## config.mk

```make
export PLATFORM = sky130hd
export DESIGN_NAME = adpll_lock_monitor
export DESIGN_NICKNAME = d
export VERILOG_FILES = /design/src/rtl/adpll_lock_monitor.sv
export SDC_FILE = /design/constraint.sdc
export NUM_CORES = 1
export LEC_CHECK = 0
export CAP_MARGIN = 20
export CORE_MARGIN = 3
export CORE_UTILIZATION = 50
export CTS_CLUSTER_SIZE = 10
export DETAILED_ROUTE_END_ITERATION = 7
export PLACE_DENSITY_LB_ADDON = 0.3
export SLEW_MARGIN = 20
export SYNTH_ARGS = -nofsm -noshare
export SYNTH_HDL_FRONTEND = slang
export SYNTH_SLANG_ARGS = --single-unit
```

## constraint.sdc

```tcl
create_clock -name fpga_clk_i -period 5.5 [get_ports fpga_clk_i]
set_clock_uncertainty 0.05 [all_clocks]
set_input_delay 0.55 -clock fpga_clk_i [delete_from_list [all_inputs] [get_ports fpga_clk_i]]
set_output_delay 0.55 -clock fpga_clk_i [all_outputs]
set_load 0.01 [all_outputs]
```

## src/rtl/adpll_lock_monitor.sv

```systemverilog
// adpll_lock_monitor
//   Lock-quality monitor for the ADPLL test tops, clocked by the fabric clock.
//   The reference clock is synchronised and edge-detected. Each rising edge
//   captures the signed phase error. The captured sample drives the following:
//     - a lock/slip FSM with hysteresis,
//     - an |error| and peak-|error| capture,
//     - a saturating slip counter,
//     - a reference-loss timeout.
//
//   Optional feature: define ADPLL_LOCK_ERROR_AVG_EN to add a signed block
//   average of 2^AVG_LOG2 samples on err_avg_o/avg_valid_o. When the macro is
//   undefined, both outputs are tied to 0.
//
// Ports
//   fpga_clk_i     fabric clock (sole clock)
//   rst_n_i        asynchronous active-low reset
//   enable_i       monitor enable
//   ref_clk_i      reference clock, asynchronous to fpga_clk_i
//   error_i        signed phase error, stable around reference edges
//   clear_i        single-cycle clear of peak and slip count
//   state_o        00 UNLOCKED, 01 ACQUIRING, 10 LOCKED, 11 SLIPPING
//   locked_o       state is LOCKED or SLIPPING
//   ref_lost_o     reference timeout flag
//   sample_valid_o one-cycle pulse; error_abs_o carries the new sample
//   error_abs_o    unsigned |sample|
//   error_peak_o   max error_abs_o since reset/clear
//   slip_count_o   saturating count of LOCKED->SLIPPING transitions
//   err_avg_o      signed block average (optional)
//   avg_valid_o    pulse with err_avg_o (optional)
module adpll_lock_monitor #(
  parameter int ERR_WIDTH     = 8,
  parameter int SYNC_STAGES   = 2,
  parameter int LOCK_THRESH   = 4,
  parameter int LOCK_COUNT    = 16,
  parameter int UNLOCK_COUNT  = 4,
  parameter int TIMEOUT_WIDTH = 16,
  parameter int AVG_LOG2      = 3
) (
  input  logic                        fpga_clk_i,
  input  logic                        rst_n_i,
  input  logic                        enable_i,
  input  logic                        ref_clk_i,
  input  logic signed [ERR_WIDTH-1:0] error_i,
  input  logic                        clear_i,
  output logic [1:0]                  state_o,
  output logic                        locked_o,
  output logic                        ref_lost_o,
  output logic                        sample_valid_o,
  output logic [ERR_WIDTH-1:0]        error_abs_o,
  output logic [ERR_WIDTH-1:0]        error_peak_o,
  output logic [15:0]                 slip_count_o,
  output logic signed [ERR_WIDTH-1:0] err_avg_o,
  output logic                        avg_valid_o
);

  localparam int CNT_MAX = (LOCK_COUNT > UNLOCK_COUNT) ? LOCK_COUNT : UNLOCK_COUNT;
  localparam int CNT_W   = $clog2(CNT_MAX + 1);
  localparam logic [CNT_W-1:0]         LOCK_LAST   = CNT_W'(LOCK_COUNT - 1);
  localparam logic [CNT_W-1:0]         UNLOCK_LAST = CNT_W'(UNLOCK_COUNT - 1);
  localparam logic [ERR_WIDTH:0]       THRESH      = (ERR_WIDTH + 1)'(LOCK_THRESH);
  localparam logic [TIMEOUT_WIDTH-1:0] TMO_MAX     = {TIMEOUT_WIDTH{1'b1}};

  typedef enum logic [1:0] {
    UNLOCKED  = 2'b00,
    ACQUIRING = 2'b01,
    LOCKED    = 2'b10,
    SLIPPING  = 2'b11
  } state_t;

  // |e| evaluated one bit wider so that -2^(W-1) maps to 2^(W-1) exactly.
  function automatic logic [ERR_WIDTH-1:0] abs_err(input logic signed [ERR_WIDTH-1:0] e);
    logic signed [ERR_WIDTH:0] ext;
    ext = {e[ERR_WIDTH-1], e};
    if (ext < 0) ext = -ext;
    return ext[ERR_WIDTH-1:0];
  endfunction

  // Reference synchroniser and edge detect
  logic [SYNC_STAGES-1:0] sync_q;
  logic                   prev_q;
  logic                   ref_edge;

  always_ff @(posedge fpga_clk_i or negedge rst_n_i) begin
    if (!rst_n_i) begin
      sync_q <= '0;
      prev_q <= 1'b0;
    end else begin
      sync_q <= {sync_q[SYNC_STAGES-2:0], ref_clk_i};
      prev_q <= sync_q[SYNC_STAGES-1];
    end
  end

  assign ref_edge = sync_q[SYNC_STAGES-1] & ~prev_q;

  // Sample capture on the edge cycle; processing happens while vld_q is high
  logic signed [ERR_WIDTH-1:0] sample_q;
  logic                        vld_q;

  always_ff @(posedge fpga_clk_i or negedge rst_n_i) begin
    if (!rst_n_i) begin
      sample_q <= '0;
      vld_q    <= 1'b0;
    end else begin
      vld_q <= enable_i & ref_edge;
      if (enable_i && ref_edge) sample_q <= error_i;
    end
  end

  logic [ERR_WIDTH-1:0] err_abs;
  logic                 in_window;
  logic                 proc;

  assign err_abs   = abs_err(sample_q);
  assign in_window = ({1'b0, err_abs} <= THRESH);
  assign proc      = vld_q & enable_i;

  // Lock FSM, hysteresis counter and reference timeout
  state_t                   state_q, state_d;
  logic [CNT_W-1:0]         cnt_q, cnt_d;
  logic [TIMEOUT_WIDTH-1:0] tmo_q, tmo_d;
  logic                     lost_q, lost_d;
  logic                     tmo_hit;
  logic                     slip_evt;

  always_ff @(posedge fpga_clk_i or negedge rst_n_i) begin
    if (!rst_n_i) begin
      state_q <= UNLOCKED;
      cnt_q   <= '0;
      tmo_q   <= '0;
      lost_q  <= 1'b0;
    end else begin
      state_q <= state_d;
      cnt_q   <= cnt_d;
      tmo_q   <= tmo_d;
      lost_q  <= lost_d;
    end
  end

  always_comb begin
    state_d  = state_q;
    cnt_d    = cnt_q;
    tmo_d    = tmo_q;
    lost_d   = lost_q;
    tmo_hit  = 1'b0;
    slip_evt = 1'b0;
    if (!enable_i) begin
      state_d = UNLOCKED;
      cnt_d   = '0;
      tmo_d   = '0;
      lost_d  = 1'b0;
    end else begin
      if (proc) begin
        unique case (state_q)
          UNLOCKED: begin
            if (in_window) begin
              state_d = ACQUIRING;
              cnt_d   = CNT_W'(1);
            end
          end
          ACQUIRING: begin
            if (!in_window) begin
              state_d = UNLOCKED;
              cnt_d   = '0;
            end else if (cnt_q == LOCK_LAST) begin
              state_d = LOCKED;
              cnt_d   = '0;
            end else begin
              cnt_d = cnt_q + 1'b1;
            end
          end
          LOCKED: begin
            if (!in_window) begin
              state_d  = SLIPPING;
              cnt_d    = CNT_W'(1);
              slip_evt = 1'b1;
            end
          end
          SLIPPING: begin
            if (in_window) begin
              state_d = LOCKED;
              cnt_d   = '0;
            end else if (cnt_q == UNLOCK_LAST) begin
              state_d = UNLOCKED;
              cnt_d   = '0;
            end else begin
              cnt_d = cnt_q + 1'b1;
            end
          end
          default: begin
            state_d = UNLOCKED;
            cnt_d   = '0;
          end
        endcase
      end
      // An edge restarts the timeout; the counter parks at its maximum.
      if (ref_edge) begin
        tmo_d  = '0;
        lost_d = 1'b0;
      end else if (tmo_q != TMO_MAX) begin
        tmo_d = tmo_q + 1'b1;
        if (tmo_d == TMO_MAX) begin
          tmo_hit = 1'b1;
          lost_d  = 1'b1;
          state_d = UNLOCKED;
          cnt_d   = '0;
        end
      end
    end
  end

  // Peak and slip statistics; a coincident sample/slip wins over clear
  logic [ERR_WIDTH-1:0] peak_q, peak_d;
  logic [15:0]          slip_q, slip_d;

  always_ff @(posedge fpga_clk_i or negedge rst_n_i) begin
    if (!rst_n_i) begin
      peak_q <= '0;
      slip_q <= '0;
    end else begin
      peak_q <= peak_d;
      slip_q <= slip_d;
    end
  end

  always_comb begin
    peak_d = peak_q;
    slip_d = slip_q;
    if (clear_i) begin
      peak_d = '0;
      slip_d = '0;
    end
    if (proc && (clear_i || (err_abs > peak_q))) peak_d = err_abs;
    if (slip_evt) begin
      if (clear_i)                slip_d = 16'd1;
      else if (slip_q != 16'hFFFF) slip_d = slip_q + 16'd1;
    end
  end

  assign state_o        = state_q;
  assign locked_o       = state_q[1];
  assign ref_lost_o     = lost_q;
  assign sample_valid_o = vld_q;
  assign error_abs_o    = err_abs;
  assign error_peak_o   = peak_q;
  assign slip_count_o   = slip_q;

`ifdef ADPLL_LOCK_ERROR_AVG_EN
  // Block averager
  localparam int ACC_W = ERR_WIDTH + AVG_LOG2;

  logic signed [ACC_W-1:0]     acc_q, acc_sum, acc_shift;
  logic [AVG_LOG2-1:0]         blk_q;
  logic signed [ERR_WIDTH-1:0] avg_q, avg_new;
  logic                        blk_last;

  assign acc_sum   = acc_q + $signed({{AVG_LOG2{sample_q[ERR_WIDTH-1]}}, sample_q});
  assign acc_shift = acc_sum >>> AVG_LOG2;
  assign avg_new   = acc_shift[ERR_WIDTH-1:0];
  assign blk_last  = (blk_q == {AVG_LOG2{1'b1}});

  always_ff @(posedge fpga_clk_i or negedge rst_n_i) begin
    if (!rst_n_i) begin
      acc_q <= '0;
      blk_q <= '0;
      avg_q <= '0;
    end else if (!enable_i || tmo_hit) begin
      acc_q <= '0;
      blk_q <= '0;
    end else if (proc) begin
      if (blk_last) begin
        acc_q <= '0;
        blk_q <= '0;
        avg_q <= avg_new;
      end else begin
        acc_q <= acc_sum;
        blk_q <= blk_q + 1'b1;
      end
    end
  end

  assign avg_valid_o = proc & blk_last;
  assign err_avg_o   = avg_valid_o ? avg_new : avg_q;
`else
  logic unused_avg_cfg;
  assign unused_avg_cfg = ^AVG_LOG2;
  assign err_avg_o      = '0;
  assign avg_valid_o    = 1'b0;
`endif

endmodule

```

======== Word level (Yosys, flattened, before mapping) ========
Cells that the tools add are included.
storage, ports and cells
  output and inout port bits .............. 46
  bits in registers ....................... 60
cells by class
  add/sub/neg operators ................... 4
  muxes and demuxes ....................... 42
  bitwise gates (word level) .............. 4
  reductions and logical operators ........ 6
  magnitude comparators ................... 3
  equality and inequality tests ........... 10
operator list
  cell                     number
  $mux W16                 7
  $mux W5                  11
  $add A16 B1 Y16 const B  2
  $ne A16 B16 Y1 const B   2
  $mux W8                  3
  $mux W2                  11
  $pmux W5 S4              1
  $eq A16 B16 Y1 const B   1
  $gt A8 B8 Y1             1
  $le A8 B3 Y1 const B     1
  $lt A8 B1 Y1 const B     1
  $mux W1                  8
  $neg A8 Y8               1
  $pmux W2 S4              1
  $ne A3 B1 Y1 const B     2
  $add A5 B1 Y5 const B    1
  $eq A5 B2 Y1 const B     1
  $eq A5 B4 Y1 const B     1
  $eq A2 B2 Y1 const B     2
  $and A1 B1 Y1            3
  $eq A2 B1 Y1 const B     1
  $logic_and A1 B1 Y1      2
  $logic_not A2 Y1         1
  $reduce_and A2 Y1        1
  other kinds (3)          3

======== Longest topological paths before layout ========
Gate-level depths: netlist (run 1).
  depth in word-level cells ............... 10
  mapped depth ............................ 13
  mapped depth without buffers ............ 13

======== Least setup slack after synthesis (run 1) ========
OpenSTA, ideal clock, no wires.
  path type ............................... register -> register
  from .................................... reg sample_q[0]
  to ...................................... reg peak_q[0], in the netlist error_peak_o[0]
  path slack .............................. 2.544 ns
  path buffers ............................ 0
  data arrival time ....................... 2.778 ns
  stages on the path, launching flop included .. 14
  setup time .............................. 0.128 ns
  cell sequence ........................... dfrtp_1 -> inv_1 -> ha_1 -> nand2b_1 -> o31ai_1 -> xor2_1 -> inv_1 -> ha_1 -> nand3_1 -> a211oi_1 -> o21ai_0 -> a311oi_4 -> nor2_2 -> o2bb2ai_1
on the way
  longest elaborated chain between the ends .. 6
ends and longest elaborated chain
  what                                           line  text
  from (decl)                                    96    logic signed [ERR_WIDTH-1:0] sample_q;
  from (signal assigned)                         105   if (enable_i && ref_edge) sample_q <= error_i;
  $neg A8 Y8 or $lt A8 B1 Y1 (tied branches)     74    if (ext < 0) ext = -ext;
  $mux W8 (*)                                    74
  via error_abs_o[6]                             49    output logic [ERR_WIDTH-1:0] error_abs_o,
  $gt A8 B8 Y1 (*)                               232   if (proc && (clear_i || (err_abs > peak_q))) peak_d = err_abs;
  $logic_or A1 B1 Y1 (*)                         232
  $logic_and A1 B1 Y1 (*)                        232
  $mux W8 or $reduce_bool A2 Y1 (tied branches)  -
  to (signal assigned)                           220   peak_q <= peak_d;
  to (decl)                                      212   logic [ERR_WIDTH-1:0] peak_q, peak_d;
The timed path passes the listed nets; every way through them passes the cells marked *.
A chain may end at the register's enable or synchronous reset.

======== Worst setup path after layout (run 1) ========
  from .................................... reg sample_q[0]
  to ...................................... reg peak_q[7], in the netlist error_peak_o[7]
on the way
  longest elaborated chain between the ends .. 6
ends and longest elaborated chain
  what                                           line
  $neg A8 Y8 or $lt A8 B1 Y1 (tied branches)     74
  $mux W8 (*)                                    74
  $gt A8 B8 Y1                                   232
  $logic_or A1 B1 Y1                             232
  $logic_and A1 B1 Y1                            232
  $mux W8 or $reduce_bool A2 Y1 (tied branches)  -
Every way passes the cells marked *; elsewhere a longest branch is shown, timed or not.

==> impl_metrics.csv, run 1 <==
group,metric,value,unit
outcome,status,"complete, no violations",
setup_path,r2r_slack,2.20,ns
sta,fin_tns_setup,0,ns
setup_path,cp_slowest_cell,"a311oi_4",
power,switching_share,0.296,
power,pwr-share-seq,0.425,
floorplanning,row_count,30,
setup_path,crit_family,"compound AO/OA/AOI/OAI gates",
floorplanning,die_h,91.3,µm
sta,hold_viol_final,0,
power,p_comb_frac,0.251,
clock_tree,cts_setup_buffers,0,
clock_tree,cts.clk_slew.worst_paths,0.06,ns
setup_path,r2r_end,"error_peak_o[7]",
clock_tree,hold_buffers,0,
grt,antenna_found_initial,0,
sta,final.min_clock_period,3.30,ns
setup_path,cp.arrival,3.45,ns
sta,relSlewSlack,0.370,
clock_tree,htreeDepth,3,
logic_synthesis,async_flop_share,1.00,
logic_synthesis,synth_area_leaders,"dfrtp_1 41%, xnor2_1 5.8%, ha_1 5.2%, nor2_1 3.9%, a21oi_1 2.9%",
logic_synthesis,synth_top_area_share,0.413,
placed_design,hpwlAfterDp,5.77,mm
finish,diodes,0,
placed_design,placed_cell_area,4130,µm²
finish,fill_cells,608,
finish,drive_gt1_frac,0.0732,
floorplanning,io_pins,59,
power,leakage,0.00171,µW
detailed_routing,num_vias,2925,
logic_synthesis,synthTopCellsByCount,"60 x dfrtp_1, 38 x nor2_1, 25 x inv_1, 24 x nand2_1, 24 x xnor2_1",
sta,setup_viol,0,
clock_tree,insertion_delay,0.33,ns
sta,worstMarginPinSlew,0.942,ns
floorplanning,die_area,8330,µm²
sta,grt_setup_unrepaired,"no",
power,finalPower,1160,µW
detailed_routing,drt-vias-per-instance,5.49,
grt,track_usage,0.201,
grt,grt_pass1_vias,2879,
logic_synthesis,synth.distinct_cells,59,
logic_synthesis,synth-edff-count,0,
detailed_routing,drt-initial-drc-count,89,
detailed_routing,ant_nets,0,
logic_synthesis,post-synth-top-area-cell,"dfrtp_1",
setup_path,crit_type,"reg2reg",
floorplanning,fp.dieW,91.3,µm
setup_path,critical_path.max_fanout,8,
clock_tree,clkSinkCount,60,
logic_synthesis,syn_avg_cell_area,9.32,µm²
detailed_routing,post_drt_wl_per_cell,14.8,µm
placed_design,gp_routability_congestion,0.899,
setup_path,worst_setup_path_end_kind,"register",
sta,min_period_over_period,0.600,
placed_design,pre_cts_ws,2.22,ns
clock_tree,cts_buffers,9,
clock_tree,post_cts_resize_count,0,
placed_design,io_buffers,49,
job,cap_violations,0,
floorplanning,core,6910,µm²
setup_path,worstSetupStartpoint,"sample_q[0]",
detailed_routing,drc_errors,0,
power,power.internal,814,µW
sta,report.final.slew_viol_count,0,
logic_synthesis,synth_warnings,0,
detailed_routing,drtPass1Iterations,4,
finish,post-route-cell-area,4320,µm²
sta,layout_setup_ws,2.20,ns
finish,nets,461,
logic_synthesis,synth_most_common_cell,"dfrtp_1",
setup_path,start_kind,"register",
clock_tree,cts_tree,"done",
logic_synthesis,yosysSeqAreaShare,0.413,
detailed_routing,finalWirelength,7.89,mm
power,switchingPower,342,µW
setup_path,crit_chain,"inv_1 > ha_1 > nand2b_1 > o31ai_1 > xor2_1 > inv_1 > ha_1 > nand3_1 > a211oi_1 > o21ai_0 > a311oi_4 > nor2_2 > o2bb2ai_1",
setup_path,required,5.65,ns
power,vdd_drop_max,176,µV
setup_path,cp_num_buf_inv,2,
power,p_clk_frac,0.325,
setup_path,worst_path_largest_cell_delay,0.42,ns
logic_synthesis,synthesis.area,3640,µm²
grt,grt.overflow.total,0,
logic_synthesis,synth_cells,390,
setup_path,r2r_start,"sample_q[0]",
logic_synthesis,ys_seq_elements,60,
setup_path,reg2reg_depth,13,
clock_tree,cts_buffer_depth,2,
floorplanning,start_util,0.526,
power,powerDensity,268,nW/µm²
finish,syn2layout_area_growth,18.7,%
hold_path,hp-class,"in2async",
grt,grt_pass1_wl,13.6,mm
sta,max_freq,303,MHz
logic_synthesis,ys.flop_type,"dfrtp_1",
clock_tree,cts_root_buf,"clkbuf_8",
grt,grt_max_degree,61,
flip-flops by register name, summed over array words and instances (netlist names):
| name | count |
|---|---|
| cnt_q | 5 |
| error_peak_o | 8 |
| prev_q | 1 |
| ref_lost_o | 1 |
| sample_q | 8 |
| sample_valid_o | 1 |
| slip_count_o | 16 |
| state_o | 2 |
| sync_q | 2 |
| tmo_q | 16 |
layout by cell type (no fill, tap or decap), drive strengths merged, types with 4 or more instances in the layout:
cell type / n
and4: 4
inv: 25
dfrtp: 60
nor3: 8
a31oi: 5
nand4: 10
and3: 7
nor4: 12
nand2b: 5
o2bb2ai: 8
xor2: 6
clkdlybuf4s50: 48
mux2: 7
o21ai: 9
a211oi: 5
nand2: 24
mux2i: 4
nor2: 39
nor4b: 4
conb: 9
clkbuf: 13
xnor2: 24
a21oi: 21
nand3: 19
ha: 15
cell type report:
| cell class | count | area, µm² | share of cell area |
|---|---|---|---|
| Multi-Input combinational cell | 287 | 1920 | 0.446 |
| Tap cell | 96 | 120 | 0.0278 |
| Sequential cell | 60 | 1500 | 0.348 |
| Timing Repair Buffer | 50 | 493 | 0.114 |
| Clock inverter | 2 | 35.0 | 0.00812 |
| Inverter | 25 | 93.8 | 0.0217 |
| Clock buffer | 13 | 149 | 0.0345 |
metal layers:
| metal | global-route usage | part of all wire | vias to the layer above |
|---|---|---|---|
| met5 | 0 | 0 | - |
| met4 | 0.0666 | 0.018 | 0 |
| met3 | 0.0539 | 0.041 | 13 |
| met2 | 0.329 | 0.49 | 61 |
| met1 | 0.258 | 0.45 | 1391 |
| li1 | - | - | 1460 |
how the worst max path moves through the flow:
stage                      end  slack (ns)  cells after the start
6_report       error_peak_o[7]        2.20                     13
5_1_grt        error_peak_o[7]        1.92                     13
4_1_cts        error_peak_o[7]        2.19                     13
3_5_place_dp   error_peak_o[5]        2.22                     13
3_3_place_gp   error_peak_o[2]        2.37                     13
2_1_floorplan  error_peak_o[0]        2.54                     13
per-stage QoR:
step | hold WS (ns) | utilization | instances
after global placement | 0.282 | 0.598 | 518
after floorplan | 0.204 | - | 398
after detailed placement | 0.286 | 0.598 | 518
after global routing | 0.334 | 0.625 | 533
after CTS | 0.301 | 0.625 | 533
final | 0.297 | 0.625 | 533
power groups by stage:
stage	combinational (µW)	sequential, µW	clock, µW
2_1_floorplan	190	490	0
5_1_grt	320	494	405
4_1_cts	293	490	388
3_3_place_gp	281	496	0
3_5_place_dp	291	498	0
6_report	290	491	375
cells by family (layout without fill, tap and decap cells):
family,after synthesis,in the layout,share of synthesized area
buffers and inverters,51,90,0.0661
DFF,60,60,0.413
adders and majority gates,15,15,0.0516
AOI/OAI and AO/OA,74,74,0.149
and+or+nand+nor,148,148,0.213
xor gates and xnor gates,30,30,0.0723
other,1,9,0.00103
muxes,11,11,0.0337
Power figures use the tool's default switching activity.
==> inputs of run 2 (changes only) <==
--- a/config.mk
+++ b/config.mk
@@ -7,7 +7,7 @@
 export LEC_CHECK = 0
 export CAP_MARGIN = 20
 export CORE_MARGIN = 3
-export CORE_UTILIZATION = 50
+export CORE_UTILIZATION = 49
 export CTS_CLUSTER_SIZE = 10
 export DETAILED_ROUTE_END_ITERATION = 7
 export PLACE_DENSITY_LB_ADDON = 0.3
==> constraint.sdc (replaced) <==
create_clock -name fpga_clk_i -period 2.8 [get_ports fpga_clk_i]
set_clock_uncertainty 0.05 [all_clocks]
set_input_delay 0.28 -clock fpga_clk_i [delete_from_list [all_inputs] [get_ports fpga_clk_i]]
set_output_delay 0.28 -clock fpga_clk_i [all_outputs]
set_load 0.01 [all_outputs]
==> impl_metrics.csv, run 2 (synthesized netlist as in run 1, its figures left out) <==
group,metric,value,unit
setup_path,crit_chain,"inv_2 > ha_4 > nand2b_4 > o31ai_4 > xor2_1 > inv_2 > ha_4 > nand3_4 > a21oi_1 > nand3b_1 > a311oi_4 > a31oi_4 > buf_12 > o2bb2ai_2",
job,cap_violations,0,
finish,fill_cells,539,
detailed_routing,drt-vias-per-instance,5.63,
grt,grt_max_degree,26,
grt,busiest_layer,"met2",
clock_tree,cts_tree,"done",
hold_path,hp-class,"reg2reg",
sta,layout_setup_ws,-0.0605,ns
grt,grt.overflow.total,0,
clock_tree,clkSinkCount,60,
placed_design,pre_cts_ws,-0.156,ns
finish,syn2layout_area_growth,33.1,%
detailed_routing,post_drt_wl_per_cell,15.8,µm
power,pwr-share-seq,0.359,
grt,track_usage,0.211,
sta,min_period_over_period,1.02,
floorplanning,io_pins,59,
clock_tree,cts_root_buf,"clkbuf_8",
setup_path,critical_path.max_fanout,8,
setup_path,path_depth,14,
floorplanning,start_util,0.521,
setup_path,start_kind,"register",
sta,worstMarginPinSlew,0.851,ns
placed_design,gp_routability_congestion,0.899,
setup_path,crit_family,"compound AO/OA/AOI/OAI gates",
detailed_routing,drtPass1Iterations,4,
finish,final_cell_mix,"60 x dfrtp_1, 47 x clkdlybuf4s50_1, 38 x nor2_1, 35 x buf_4",
finish,post-route-cell-area,4840,µm²
outcome,failed_checks,"negative setup slack",
sta,report.final.slew_viol_count,0,
floorplanning,row_count,30,
sta,relSlewSlack,0.431,
power,powerDensity,555,nW/µm²
floorplanning,fp.dieW,92.1,µm
power,vdd_drop_max,448,µV
power,p_clk_frac,0.298,
placed_design,placed_cell_area,4340,µm²
grt,antenna_found_initial,0,
grt,grt_util_met3,0.0402,
hold_path,holdPathStages,0,
clock_tree,cts.clk_slew.worst_paths,0.08,ns
detailed_routing,num_vias,3217,
sta,hold_viol_final,0,
grt,grt_pass1_vias,3106,
power,finalPower,2690,µW
clock_tree,htreeDepth,3,
setup_path,cp_num_buf_inv,3,
clock_tree,cts_buffers,9,
placed_design,hpwlAfterDp,6.05,mm
placed_design,io_buffers,49,
grt,grt_pass1_wl,14.6,mm
setup_path,cp.arrival,3.08,ns
setup_path,crit_type,"reg2reg",
sta,setup_viol,8,
detailed_routing,ant_nets,0,
finish,diodes,0,
grt,grt_use_met2,0.363,
floorplanning,die_h,92.1,µm
floorplanning,core,6980,µm²
detailed_routing,drc_errors,0,
clock_tree,insertion_delay,0.35,ns
power,leakage,0.00195,µW
finish,drive_gt1_frac,0.208,
power,switchingPower,878,µW
sta,max_freq,350,MHz
detailed_routing,drt-initial-drc-count,187,
setup_path,reg2reg_depth,14,
floorplanning,die_area,8490,µm²
grt,met1_usage,0.265,
power,switching_share,0.327,
detailed_routing,finalWirelength,9.04,mm
setup_path,required,3.02,ns
clock_tree,cts_buffer_depth,2,
setup_path,worst_setup_path_end_kind,"register",
finish,nets,498,
sta,grt_setup_unrepaired,"yes",
outcome,status,"finished with violations",
finish,final_common_cell,"dfrtp_1",
setup_path,worst_path_largest_cell_delay,0.44,ns
power,p_comb_frac,0.344,
power,power.internal,1810,µW
setup_path,cp_slowest_cell,"a311oi_4",
sta,final.min_clock_period,2.86,ns
## run 2: changes by cell type in the layout (fill, tap and decap cells not counted), moves of 4 or more
cell,before,now
inv_2,0,4
o2bb2ai_2,0,6
inv_1,25,21
o2bb2ai_1,8,0
ha_4,0,4
buf_4,1,35
ha_1,15,11
## run 2: worst paths after layout
kind / start / endpoint / slack (ns)
setup / recovery: sample_q[1] / error_peak_o[2] / -0.06
hold / removal: sync_q[0] / sync_q[1] / 0.31
setup reg to reg: sample_q[1] / error_peak_o[2] / -0.06
hold reg to reg: sync_q[0] / sync_q[1] / 0.31
max in group asynchronous: rst_n_i / tmo_q[4] / 1.60
min in group asynchronous: rst_n_i / slip_count_o[3] / 0.43
## run 2: final cells by class
cell class	count	area [µm²]	area share
clock buffer	9	124	0.0256
clock inverter	7	76.3	0.0158
inverter	25	93.8	0.0194
multi-input combinational	287	2130	0.439
sequential	60	1500	0.310
tap	96	120	0.0248
timing repair buffer	87	800	0.165
## run 2: power by group through the flow
stage	clock, µW	combinational, µW	sequential [µW]
2_1_floorplan	0	378	963
3_3_place_gp	0	673	969
3_5_place_dp	0	688	970
4_1_cts	812	807	956
5_1_grt	851	994	971
6_report	800	923	963
## run 2: layer usage
layer / part of all wire / wire (µm)
met2: 0.51 / 4640
met1: 0.43 / 3900
met4: 0.013 / 115
met3: 0.042 / 382
met5: 0 / 0
## run 2: through the flow
step                       util  instances  hold WS, ns  setup TNS [ns]
after floorplan               -        398      -0.0656               0
after global placement    0.622        543        0.259          -0.148
after detailed placement  0.622        543        0.260           -1.13
after CTS                 0.670        565        0.315          -0.438
after global routing      0.693        571        0.329           -1.63
final                     0.693        571        0.308          -0.429
## run 2: timing repair
item,in CTS,in global routing
resized for setup,16,17
setup buffers,5,6
cloned,0,0
hold endpoints to repair,23,0
hold buffers,1,0
endpoints found under the setup margin,8,9
pin swaps,17,16
